[config.mk]
export PLATFORM = sky130hd
export DESIGN_NAME = onehot_strobe_decoder
export DESIGN_NICKNAME = d
export VERILOG_FILES = /design/src/rtl/onehot_strobe_decoder.sv
export SDC_FILE = /design/constraint.sdc
export NUM_CORES = 1
export LEC_CHECK = 0
export CORE_AREA = 2 2 47 49
export CTS_CLUSTER_SIZE = 8
export DETAILED_ROUTE_END_ITERATION = 12
export DIE_AREA = 0 0 49 51
export PLACE_DENSITY_LB_ADDON = 0.2
export SYNTH_ARGS = -nofsm -noshare
export SYNTH_HDL_FRONTEND = slang
export SYNTH_SLANG_ARGS = --single-unit
[constraint.sdc]
create_clock -name clk -period 3.4 [get_ports clk]
set_clock_uncertainty 0.1 [all_clocks]
set_input_delay 1.02 -clock clk [delete_from_list [all_inputs] [get_ports clk]]
set_output_delay 1.02 -clock clk [all_outputs]
set_load 0.03 [all_outputs]
[src/rtl/onehot_strobe_decoder.sv]
// Sequential 3-to-8 one-hot strobe decoder with a one-entry pending buffer.
// Ports: clk, rst_n, code_in/code_valid/code_ready, d_out, active_code, strobe_done, busy.
module onehot_strobe_decoder #(
  parameter int HOLD = 4,
  parameter int GAP  = 1
) (
  input  logic       clk,
  input  logic       rst_n,
  input  logic [2:0] code_in,
  input  logic       code_valid,
  output logic       code_ready,
  output logic [7:0] d_out,
  output logic [2:0] active_code,
  output logic       strobe_done,
  output logic       busy
);

  typedef enum logic [1:0] {
    S_IDLE,
    S_HOLD,
    S_GAP
  } state_t;

  localparam logic [7:0] HOLD_LD = 8'(HOLD - 1);
  localparam logic [7:0] GAP_LD  = 8'((GAP > 0) ? GAP - 1 : 0);
  localparam logic       NO_GAP  = (GAP == 0);

  state_t     state_q, state_d;
  logic [7:0] cnt_q, cnt_d;
  logic [2:0] act_q, act_d;
  logic       pend_q, pend_d;
  logic [2:0] pcode_q, pcode_d;

  logic accept;
  logic last;
  logic sel;

  always_ff @(posedge clk or negedge rst_n) begin
    if (!rst_n) begin
      state_q <= S_IDLE;
      cnt_q   <= '0;
      act_q   <= '0;
      pend_q  <= 1'b0;
      pcode_q <= '0;
    end else begin
      state_q <= state_d;
      cnt_q   <= cnt_d;
      act_q   <= act_d;
      pend_q  <= pend_d;
      pcode_q <= pcode_d;
    end
  end

  always_comb begin
    state_d = state_q;
    cnt_d   = cnt_q;
    act_d   = act_q;
    pend_d  = pend_q;
    pcode_d = pcode_q;
    accept  = code_valid && !pend_q;
    last    = (cnt_q == 8'd0);
    // selection point: end of the strobe+gap window
    sel     = last && ((state_q == S_HOLD && NO_GAP)
                    || state_q == S_GAP);

    case (state_q)
      S_IDLE: begin
        if (accept) begin
          state_d = S_HOLD;
          cnt_d   = HOLD_LD;
          act_d   = code_in;
        end
      end
      S_HOLD: begin
        if (!last) begin
          cnt_d = cnt_q - 8'd1;
        end else if (!NO_GAP) begin
          state_d = S_GAP;
          cnt_d   = GAP_LD;
        end
      end
      S_GAP: begin
        if (!last) begin
          cnt_d = cnt_q - 8'd1;
        end
      end
      default: begin
        state_d = S_IDLE;
        cnt_d   = '0;
        act_d   = '0;
      end
    endcase

    if (sel) begin
      // pending entry wins; else a same-cycle code bypasses the buffer
      if (pend_q) begin
        state_d = S_HOLD;
        cnt_d   = HOLD_LD;
        act_d   = pcode_q;
        pend_d  = 1'b0;
      end else if (accept) begin
        state_d = S_HOLD;
        cnt_d   = HOLD_LD;
        act_d   = code_in;
      end else begin
        state_d = S_IDLE;
        cnt_d   = '0;
        act_d   = '0;
      end
    end else if (accept && state_q != S_IDLE) begin
      pend_d  = 1'b1;
      pcode_d = code_in;
    end
  end

  assign d_out       = (state_q == S_HOLD) ? (8'd1 << act_q) : 8'd0;
  assign active_code = act_q;
  assign strobe_done = (state_q == S_HOLD) && last;
  assign code_ready  = !pend_q;
  assign busy        = (state_q != S_IDLE) || pend_q;

endmodule

# Word level (Yosys, flattened, before mapping)
# Cells that the tools add are included.
# totals
word_cells,51
ff_bits,17
# op_classes
n_addsub,1
shifts,1
n_reduce_logical,15
bitwise,1
n_eq_ne,7
muxes,21
# op_table
cell,count
$mux W8,5
$pmux W8 S3,1
$mux W3,4
$mux W2,5
$ne A3 B3 Y1 const B,3
$logic_not A8 Y1,1
$shl A1 B3 Y8 const A,1
$sub A8 B1 Y8 const B,1
$pmux W2 S3,1
$pmux W3 S2,1
$reduce_and A2 Y1,3
$logic_and A1 B1 Y1,4
$mux W1,4
$reduce_bool A2 Y1,2
$reduce_and A3 Y1,1
$eq A2 B1 Y1 const B,1
$eq A2 B2 Y1 const B,1
$logic_not A2 Y1,1
$ne A2 B1 Y1 const B,1
$ne A2 B2 Y1 const B,1
$reduce_or A2 Y1,1
$logic_not A1 Y1,1
$logic_or A1 B1 Y1,1
$not A1 Y1,1

# Depth between registers and ports, before layout
# Gate-level depths: netlist of run 1.
# logic_depth
depth_word,5
ltp_mapped,6

# Worst setup path after synthesis of run 1
# Ideal clock, no wire load.
# synth_path
path_type,register to output
from,register state_q[1]
to,output d_out[0]
stages_incl_launch_ff,5
required_time_ns,2.280
arrival_time_ns,1.662
path_buffers,1
path_slack_ns,0.618
cell_sequence,dfrtp_1 -> buf_2 -> nand2b_1 -> or2_2 -> nor3_1
# synth_via
elab_chain_cells,2
# synth_lines
item,line_no,rtl
"start, declared",28,"state_t state_q, state_d;"
"start signal, assigned",46,state_q <= state_d;
$eq A2 B1 Y1,116,assign d_out = (state_q == S_HOLD) ? (8'd1 << act_q) : 8'd0;
$mux W8,116,
"end, declared",12,"output logic [7:0] d_out,"
# No other way between the ends.

# Worst setup path in the final report of run 1
# layout_path
from,register state_q[1]
to,output d_out[1]
# The elaborated chain is that of the path after synthesis.

==> flow_summary.ini, run 1 <==
[outcome]
status = finished clean

[clock_tree]
cts.sinks = 17
cts_inserted_buffers = 3
cts_tree = yes
root_buffer = clkbuf_4
ctsHoldBuffers = 0
clk_path_buf_depth = 2
cts_max_level = 1
clkSlewWorstSetupHoldPaths_ns = 0.10
clkLatencyLatePin_ns = 0.30
postCtsSetupRepairBufs = 0

[critical_path]
cp.required_ns = 2.28
max_stage_delay_ns = 0.67
crit_slowest_cell = clkdlybuf4s50_1
path_cells = nand2b_1 > or2_2 > nor2_1 > clkdlybuf4s50_1
startpoint_type = register
critPathBufInv = 1
reg2reg_from = cnt_q[0]$_DFFE_PN0P_
worstPathArrival_ns = 2.17
r2r_end = pcode_q[1]$_DFFE_PN0P_
reg2reg_depth = 6
end_kind = output pin
crit_type = register to output pin
cp_max_fo = 9
startpoint = state_q[1]$_DFFE_PN0P_
r2r_setup_slack_ns = 1.37
path_delay_family = simple AND/OR/NAND/NOR gates

[layout]
area_growth_pct = 24.6
drive_above_1_share_pct = 13.6
nets = 140
layout.cells.non_filler = 160
antenna_cells = 0

[grt]
gr-total-overflow = 0
grt_max_degree = 18
track_usage_pct = 20.1
antenna_found_initial = 0
grt_pass1_vias = 886
grt_pass1_wl_mm = 3.79

[die]
initial_utilization_pct = 50.5
rows = 17
die_x_um = 49
io_pins = 20
core_area_um2 = 2060
die_h_um = 51
die_area_um2 = 2500

[power]
power_density_nw_per_um2 = 811
peakVddDrop_v = 0.000481
leakagePower_nw = 0.587

[synthesis]
ys_seq_area_share_pct = 40.8
syn-num-nets = 117
syn_avg_cell_area_um2 = 9.48
yosys-top-cells-area = dfrtp_1 41%, nor2_1 5.8%, mux2_4 4.3%
synth_common_cells = 17 x dfrtp_1, 16 x nor2_1, 7 x nand2_1, 7 x o21ai_0, 6 x a21oi_1
ys_ff_latch = 17
async_flop_share_pct = 100
syn-instance-count = 110
ys_warn_count = 0
syn_area_um2 = 1040
netlist.area_leader.share_pct = 40.8
synth_most_common_cell = dfrtp_1
synthDistinctLibCells = 38
synth_top_area_cell = dfrtp_1
synth_edf_count = 0
synth-main-ff-cell = dfrtp_1

[min_path]
min_path_type = register to register
min_to = pcode_q[0]$_DFFE_PN0P_
holdPathStages = 1
min_from = pcode_q[0]$_DFFE_PN0P_

[sta]
min_period_ns = 3.29
max_slew.worst_pin.slew_ns = 0.764
timing.slew.headroom_pct = 48.9
rsz0062_at_grt = no
hold-worst-slack_ns = 0.432
setup_tns_ns = 0
fin_ws_ns = 0.113
fin_crit_sh_pct = 96.7
slew_viol_final = 0
setup_viol = 0
fmax_mhz = 304
finalHoldViolCount = 0

[drt]
first_iter_violations = 11
wl_mm = 2.15
drtPass1Iterations = 4
vias_per_cell = 5.58
wire_per_inst_um = 13.4
drc_errors = 0
drtAntennaViolNets = 0
num_vias = 892

[place]
pre_cts_ws_ns = 0.331
dp_cells = 156
io_buffers = 19
hpwl_mm = 1.62
routabilityCongestion = 0.918

[run]
max-cap-violations = 0
## placed cells by master, fill, tap and decap left out, types with 4 or more instances in the layout
cell,synthesis,final
dfrtp_1,17,17
nor2_1,16,16
clkdlybuf4s50_1,0,16
nand2_1,7,7
o21ai_0,7,7
a21oi_1,6,6
inv_1,4,4
nand2b_1,4,4
nor3_1,4,4
## worst register-to-register path, delay by kind of cell (launching register included)
kind          cells  cell delay, ns
flops             1            0.43
buf+inv           1            0.07
simple gates      3            0.85
fa+ha+maj         1            0.18
mux               1            0.31
## where the power goes
part / internal, W / switching [W] / leakage (nW) / total (W)
clock network: 0.0000457 / 0.0000678 / 0.0150 / 0.000113
registers: 0.000283 / 0.0000942 / 0.213 / 0.000377
logic: 0.000267 / 0.000296 / 0.359 / 0.000563
## area by class of cell
cell class | instances | area [um2]
clock buffers | 4 | 26.3
flip-flops and latches | 17 | 425
fillers | 182 | 764
inverters | 4 | 15.0
repair buffers | 21 | 209
well taps | 28 | 35.0
multi-input cells | 86 | 588
## per-layer routing
metal / global-route usage [%] / vias up / wire (um)
met5: 0 / - / 0
met4: 8.10 / 0 / 32
met3: 5.56 / 4 / 99
met2: 35.6 / 21 / 1100
met1: 23.1 / 427 / 917
li1: - / 440 / -
## sequential cells by signal, summed over array words and instances (netlist names)
name / flops
pcode_q: 3
cnt_q: 8
pend_q: 1
active_code: 3
state_q: 2
## repair_timing
action	4_1_cts	5_1_grt
setup endpoints to repair	1	2
resized for setup	1	2
pin swaps	0	0
## metrics by stage
stage	instance area, um2	utilization (%)	total power (W)
after floorplan	1040	-	0.000771
after global placement	1270	61.5	0.000932
after detailed placement	1270	61.5	0.000945
after CTS	1290	62.7	0.00106
after global routing	1300	62.9	0.00113
final	1300	62.9	0.00105
## worst max-delay path by stage
stage	end	slack [ns]	depth (start not counted)
after floorplan	d_out[0]	0.62	4
after global placement	strobe_done	0.38	6
after detailed placement	strobe_done	0.33	6
after CTS	d_out[0]	0.03	4
after global routing	d_out[2]	0.02	4
final	d_out[1]	0.11	4
## cell families after synthesis
group	count (synthesis)	share of synthesized area (%)
and+or+nand+nor	45	24.7
adders and majority gates	1	1.20
xor gates and xnor gates	5	4.20
AOI/OAI and AO/OA	29	18.7
buffers and inverters	7	2.76
DFF	17	40.8
muxes	6	7.56
(Power assumes the default switching activity.)
==> run 2: changes to the inputs <==
SLEW_MARGIN = 20   (was unset)
==> results of run 2 <==
Same layout as run 1: the final DEF is identical, and so are final timing and power.
